`src/rtl/weapon_bank.sv`:
```
// Multi-channel ammunition and fire controller. Each channel has a saturating ammo
// count and its own IDLE/COOL/RELOAD FSM that handles mode gating, cooldown and timed reload.
module weapon_bank #(
  parameter int          CH         = 4,
  parameter int          AW         = 9,
  parameter int          MAX_AMMO   = 500,
  parameter int          COOL_CYC   = 3,
  parameter int          RELOAD_CYC = 4,
  parameter logic [3:0]  ATTACK     = 4'b0010
) (
  input  logic               clk,
  input  logic               rst,
  input  logic [3:0]         mode_sel,
  input  logic [CH-1:0]      fire,
  input  logic [CH-1:0]      load,
  input  logic [CH*AW-1:0]   load_val,
  input  logic [CH*AW-1:0]   rate,
  output logic [CH*AW-1:0]   ammo,
  output logic [CH-1:0]      shot,
  output logic [CH-1:0]      error,
  output logic [CH-1:0]      empty,
  output logic [CH-1:0]      busy
);

  localparam int TMAX = (COOL_CYC > RELOAD_CYC) ? COOL_CYC : RELOAD_CYC;
  localparam int TW   = $clog2(TMAX + 1);

  // Timers are loaded with N-1 so a phase lasts exactly N cycles before leaving.
  localparam logic [TW-1:0] COOL_LOAD   = TW'(COOL_CYC - 1);
  localparam logic [TW-1:0] RELOAD_LOAD = TW'(RELOAD_CYC - 1);
  localparam logic [AW-1:0] MAX_VAL     = AW'(MAX_AMMO);

  typedef enum logic [1:0] {
    ST_IDLE   = 2'd0,
    ST_COOL   = 2'd1,
    ST_RELOAD = 2'd2
  } state_t;

  for (genvar i = 0; i < CH; i++) begin : g_ch
    state_t          st, st_nxt;
    logic [TW-1:0]   tmr, tmr_nxt;
    logic [AW-1:0]   cnt, cnt_nxt;
    logic [AW-1:0]   lat, lat_nxt;
    logic            shot_q, shot_nxt;
    logic            err_q, err_nxt;
    logic            busy_q, empty_q;
    logic [AW-1:0]   lv, rt, cost, clamp;
    logic            legal;

    assign lv    = load_val[i*AW +: AW];
    assign rt    = rate[i*AW +: AW];
    assign cost  = (rt == '0) ? AW'(1) : rt;
    assign clamp = (lv > MAX_VAL) ? MAX_VAL : lv;
    assign legal = (mode_sel == ATTACK) && (cnt != '0);

    // State register.
    always_ff @(posedge clk or negedge rst) begin
      // NOTE: non-blocking assignments so every flop samples pre-edge values.
      if (!rst) begin
        st  <= ST_IDLE;
        tmr <= '0;
      end else begin
        st  <= st_nxt;
        tmr <= tmr_nxt;
      end
    end

    // Next-state logic.
    always_comb begin
      // NOTE: defaults first so no path leaves a signal unassigned (no latches).
      st_nxt  = st;
      tmr_nxt = tmr;
      unique case (st)
        ST_IDLE: begin
          if (load[i]) begin
            st_nxt  = ST_RELOAD;
            tmr_nxt = RELOAD_LOAD;
          end else if (fire[i] && legal) begin
            st_nxt  = ST_COOL;
            tmr_nxt = COOL_LOAD;
          end
        end
        ST_COOL: begin
          if (load[i]) begin
            st_nxt  = ST_RELOAD;
            tmr_nxt = RELOAD_LOAD;
          end else if (tmr == '0) begin
            st_nxt  = ST_IDLE;
          end else begin
            tmr_nxt = tmr - TW'(1);
          end
        end
        ST_RELOAD: begin
          if (tmr == '0) st_nxt  = ST_IDLE;
          else           tmr_nxt = tmr - TW'(1);
        end
        default: begin
          st_nxt  = ST_IDLE;
          tmr_nxt = '0;
        end
      endcase
    end

    // Output / datapath logic; results are registered below.
    always_comb begin
      cnt_nxt  = cnt;
      lat_nxt  = lat;
      shot_nxt = 1'b0;
      err_nxt  = 1'b0;
      unique case (st)
        ST_IDLE: begin
          if (load[i]) begin
            lat_nxt = clamp;
            err_nxt = fire[i];
          end else if (fire[i]) begin
            if (legal) begin
              shot_nxt = 1'b1;
              cnt_nxt  = (cnt >= cost) ? cnt - cost : '0;
            end else begin
              err_nxt  = 1'b1;
            end
          end
        end
        ST_COOL: begin
          if (load[i]) lat_nxt = clamp;
        end
        ST_RELOAD: begin
          err_nxt = fire[i];
          if (tmr == '0) cnt_nxt = lat;
        end
        default: ;
      endcase
    end

    // A reset discards any pending reload value along with the count.
    always_ff @(posedge clk or negedge rst) begin
      if (!rst) begin
        cnt     <= '0;
        lat     <= '0;
        shot_q  <= 1'b0;
        err_q   <= 1'b0;
        busy_q  <= 1'b0;
        empty_q <= 1'b1;
      end else begin
        cnt     <= cnt_nxt;
        lat     <= lat_nxt;
        shot_q  <= shot_nxt;
        err_q   <= err_nxt;
        busy_q  <= (st_nxt != ST_IDLE);
        empty_q <= (cnt_nxt == '0);
      end
    end

    assign ammo[i*AW +: AW] = cnt;
    assign shot[i]          = shot_q;
    assign error[i]         = err_q;
    assign busy[i]          = busy_q;
    assign empty[i]         = empty_q;
  end

endmodule

```
`config.mk`:
```
export PLATFORM = sky130hd
export DESIGN_NAME = weapon_bank
export DESIGN_NICKNAME = d
export VERILOG_FILES = /design/src/rtl/weapon_bank.sv
export SDC_FILE = /design/constraint.sdc
export NUM_CORES = 1
export LEC_CHECK = 0
export CAP_MARGIN = 40
export CORE_ASPECT_RATIO = 0.8
export CORE_MARGIN = 8
export CORE_UTILIZATION = 48
export CTS_CLUSTER_SIZE = 40
export DETAILED_ROUTE_END_ITERATION = 10
export PLACE_DENSITY_LB_ADDON = 0.15
export SLEW_MARGIN = 10
export SYNTH_ARGS = -nofsm -noshare
export SYNTH_HDL_FRONTEND = slang
export SYNTH_SLANG_ARGS = --single-unit
export TNS_END_PERCENT = 5
```
`constraint.sdc`:
```
create_clock -name clk -period 3 [get_ports clk]
set_clock_uncertainty 0.2 [all_clocks]
set_input_delay 0.3 -clock clk [delete_from_list [all_inputs] [get_ports clk]]
set_output_delay 0.3 -clock clk [all_outputs]
set_load 0.05 [all_outputs]
```
==> impl_metrics.yaml <==
clock_network:
  cts_inserted_buffers: 9
  cts.path.max_buffers: 2
  htreeDepth: 3
  root_buffer: "clkbuf_16"
  path_clk_slew_ns: 0.07
  clock_latency_ns: 0.34
  clock_sinks: 108
  cts_tree: "done"
yosys:
  synth_top_cell_by_area: "dfrtp_1"
  ys_async_sr_fraction_pct: 100
  synth_top_area_share_pct: 34.8
  avgSynthCellArea_um2: 8.63
  synthCells: 867
  ys_ff_latch: 108
  syn-num-nets: 1003
  synthTopCellsByArea: "dfrtp_1 (35%), ha_1 (7.7%), nand2_1 (5.4%), o21ai_0 (3.9%), inv_1 (3.5%)"
  synth_area_mm2: 0.00748
  synth_cell_type_count: 78
  synth.yosys.warnings: 0
  synth_edf_count: 0
  synth_top_flop_cell: "dfrtp_1"
  ys_seq_area_share_pct: 36.2
place:
  placed_cells: 1250
  port_buffers: 137
  dp_hpwl_mm: 16.2
  place.gp.congestion: 0.953
routing:
  vias_per_cell: 5.59
  drc_errors: 0
  wl_mm: 20.5
  drt-pass1-iter-count: 5
  drt_iter0_drc: 544
  post_drt_wl_per_cell_um: 16.2
  ant_nets: 0
  vias: 7087
timing:
  setup_violations: 0
  finalSetupTns_ns: 0
  fin_crit_sh_pct: 99.9
  hold_viol_final: 0
  slew_headroom_pct: 55.2
  worst_pin_slew_ns: 0.671
  finalHoldWorstSlack_ns: 0.209
  fin_crit_ns: 3.00
  max_freq_ghz: 0.334
  rsz0062_at_grt: "true"
  drv_slew: 0
flow_run:
  maxCapViolations: 0
worst_setup_path:
  max_stage_delay_ns: 0.47
  path_class: "input port to register"
  worstPathMaxFanout: 3
  path_cells: "clkdlybuf4s50_1 -> nor4_2 -> a41o_1 -> ha_1 -> inv_1 -> fa_1 -> a21o_1 -> a21oi_2 -> buf_4 -> xnor2_1 -> nand4_1 -> and4b_1 -> o21a_1"
  r2r_cells: 7
  end_kind: "register"
  arrival_ns: 3.08
  critPathLaunchType: "input port"
  cp_slowest_cell: "clkdlybuf4s50_1"
  critPathRequiredTime_ns: 3.09
die:
  die_w_um: 156
  dieHeight_um: 128
  placementRows: 40
  core-area_mm2: 0.0151
  ios: 138
  initial_core_util_pct: 49.5
  dieArea_mm2: 0.0199
finish:
  antenna_cells: 0
  fin_util_pct: 65.5
  drive_gt1_share_pct: 13.3
  instances_no_fill: 1267
  syn_to_final_growth_pct: 32.3
  layout_commonest_cell: "clkdlybuf4s50_1"
  final_cell_mix: "clkdlybuf4s50_1 (133), nand2_1 (108), dfrtp_1 (104)"
  nets: 1188
global_routing:
  grt_max_degree: 56
  first_global_vias: 6834
  use_met1_pct: 30.3
  grt_overflow: 0
  antenna_found_initial: 0
  grt_pass1_wl_mm: 34.1
  met3_usage_pct: 4.08
  busiest_layer: "met2"
  grt_usage_pct: 20.7
  use_met2_pct: 31.1
pwr:
  power_mw: 9.62
  p_per_area_mw_per_mm2: 972
  leakagePower_nw: 4.57
  vdd_drop_max_mv: 0.698
hold_path:
  hold_class: "input port to asynchronous set/reset pin"
outcome:
  status: "finished, final reports clean"
## cell type report
cell class,count,area (µm²)
clock inverter,4,48.8
tap,210,263
sequential,108,2710
multi-input combinational,638,4320
timing repair buffer,225,2040
fill,1338,5220
inverter,70,263
clock buffer,12,256
## cells in the mapped netlist, types with 6 or more instances
library cell  count
o21ai_1          19
dfrtp_1         104
buf_4            16
nor2_1           46
nor3_1           12
clkbuf_1         29
nand3b_1          8
nand2b_1         16
nor4_1           13
xnor2_1          18
ha_1             46
a21o_1           13
nor2b_1          13
a22oi_1          26
nand3_1          20
and3_1            6
xor2_1            8
nand4_1           8
nand2_1         108
a31oi_1          13
o21ai_0          59
a21oi_1          49
a22o_1           21
inv_1            69
mux2_2           10
## stage by stage
step / setup WS, ns / area, µm²
final: 0.00331 / 9900
after detailed placement: -0.494 / 9510
after global placement: -0.497 / 9510
after CTS: -0.00366 / 9840
after global routing: -0.130 / 9900
after floorplan: 0.0469 / 7480
## critical path, delay by kind of cell
family,cells,cell delay (ns)
adders and majority gates,2,0.55
xor gates and xnor gates,1,0.12
buffers and inverters,3,0.67
and+or+nand+nor,3,0.73
AOI/OAI and AO/OA,4,0.72
## sequential cells by signal, summed over array words and instances (netlist names)
| register | cells |
|---|---|
| g_ch.cnt | 36 |
| g_ch.err_q | 4 |
| g_ch.lat | 36 |
| g_ch.st | 8 |
| g_ch.busy_q | 4 |
| g_ch.empty_q | 4 |
| g_ch.shot_q | 4 |
| g_ch.tmr | 12 |
## report_power, final
part	leakage (nW)	switching [mW]	internal (mW)	total, mW
clock	0.153	0.522	0.692	1.21
combinational	3.09	3.26	2.50	5.76
sequential	1.33	0.597	2.05	2.65
total	4.57	4.38	5.24	9.62
## timing repair
item / in CTS / in global routing
pin swaps: 10 / 12
setup buffers: 0 / 0
hold buffers: 1 / 0
endpoints found under the hold margin: 23 / 0
endpoints found under the setup margin: 2 / 6
gates resized for setup: 6 / 12
## logic make-up (layout without fill, tap and decap cells)
family / count (synthesis) / after routing / share of synthesized area [%]
AO/OA/AOI/OAI: 268 / 268 / 24.2
AND/OR/NAND/NOR: 283 / 283 / 19.0
flip-flops: 108 / 108 / 36.2
buffers and inverters: 121 / 311 / 7.08
XOR/XNOR: 26 / 26 / 3.04
adder cells (fa/ha/maj): 50 / 50 / 8.77
multiplexers: 11 / 11 / 1.64
## routing by layer
metal / vias to the layer above / wire [µm]
met5: - / 0
met4: 0 / 151
met3: 19 / 1250
met2: 188 / 9090
met1: 3386 / 9990
li1: 3494 / -
## worst paths after layout
path	slack (ns)	startpoint	endpoint
max	0.003	rate[35]	g_ch[3].empty_q$_DFF_PN1_
min	0.21	rst	g_ch[0].lat[7]$_DFFE_PN0P_
max reg2reg	0.22	g_ch[1].cnt[2]$_DFF_PN0_	g_ch[1].empty_q$_DFF_PN1_
min reg2reg	0.26	g_ch[3].lat[1]$_DFFE_PN0P_	g_ch[3].lat[1]$_DFFE_PN0P_
max in group asynchronous	1.63	rst	g_ch[2].empty_q$_DFF_PN1_
min in group clk	0.26	g_ch[3].lat[1]$_DFFE_PN0P_	g_ch[3].lat[1]$_DFFE_PN0P_
Note: power is estimated with default switching activity, not from simulation.
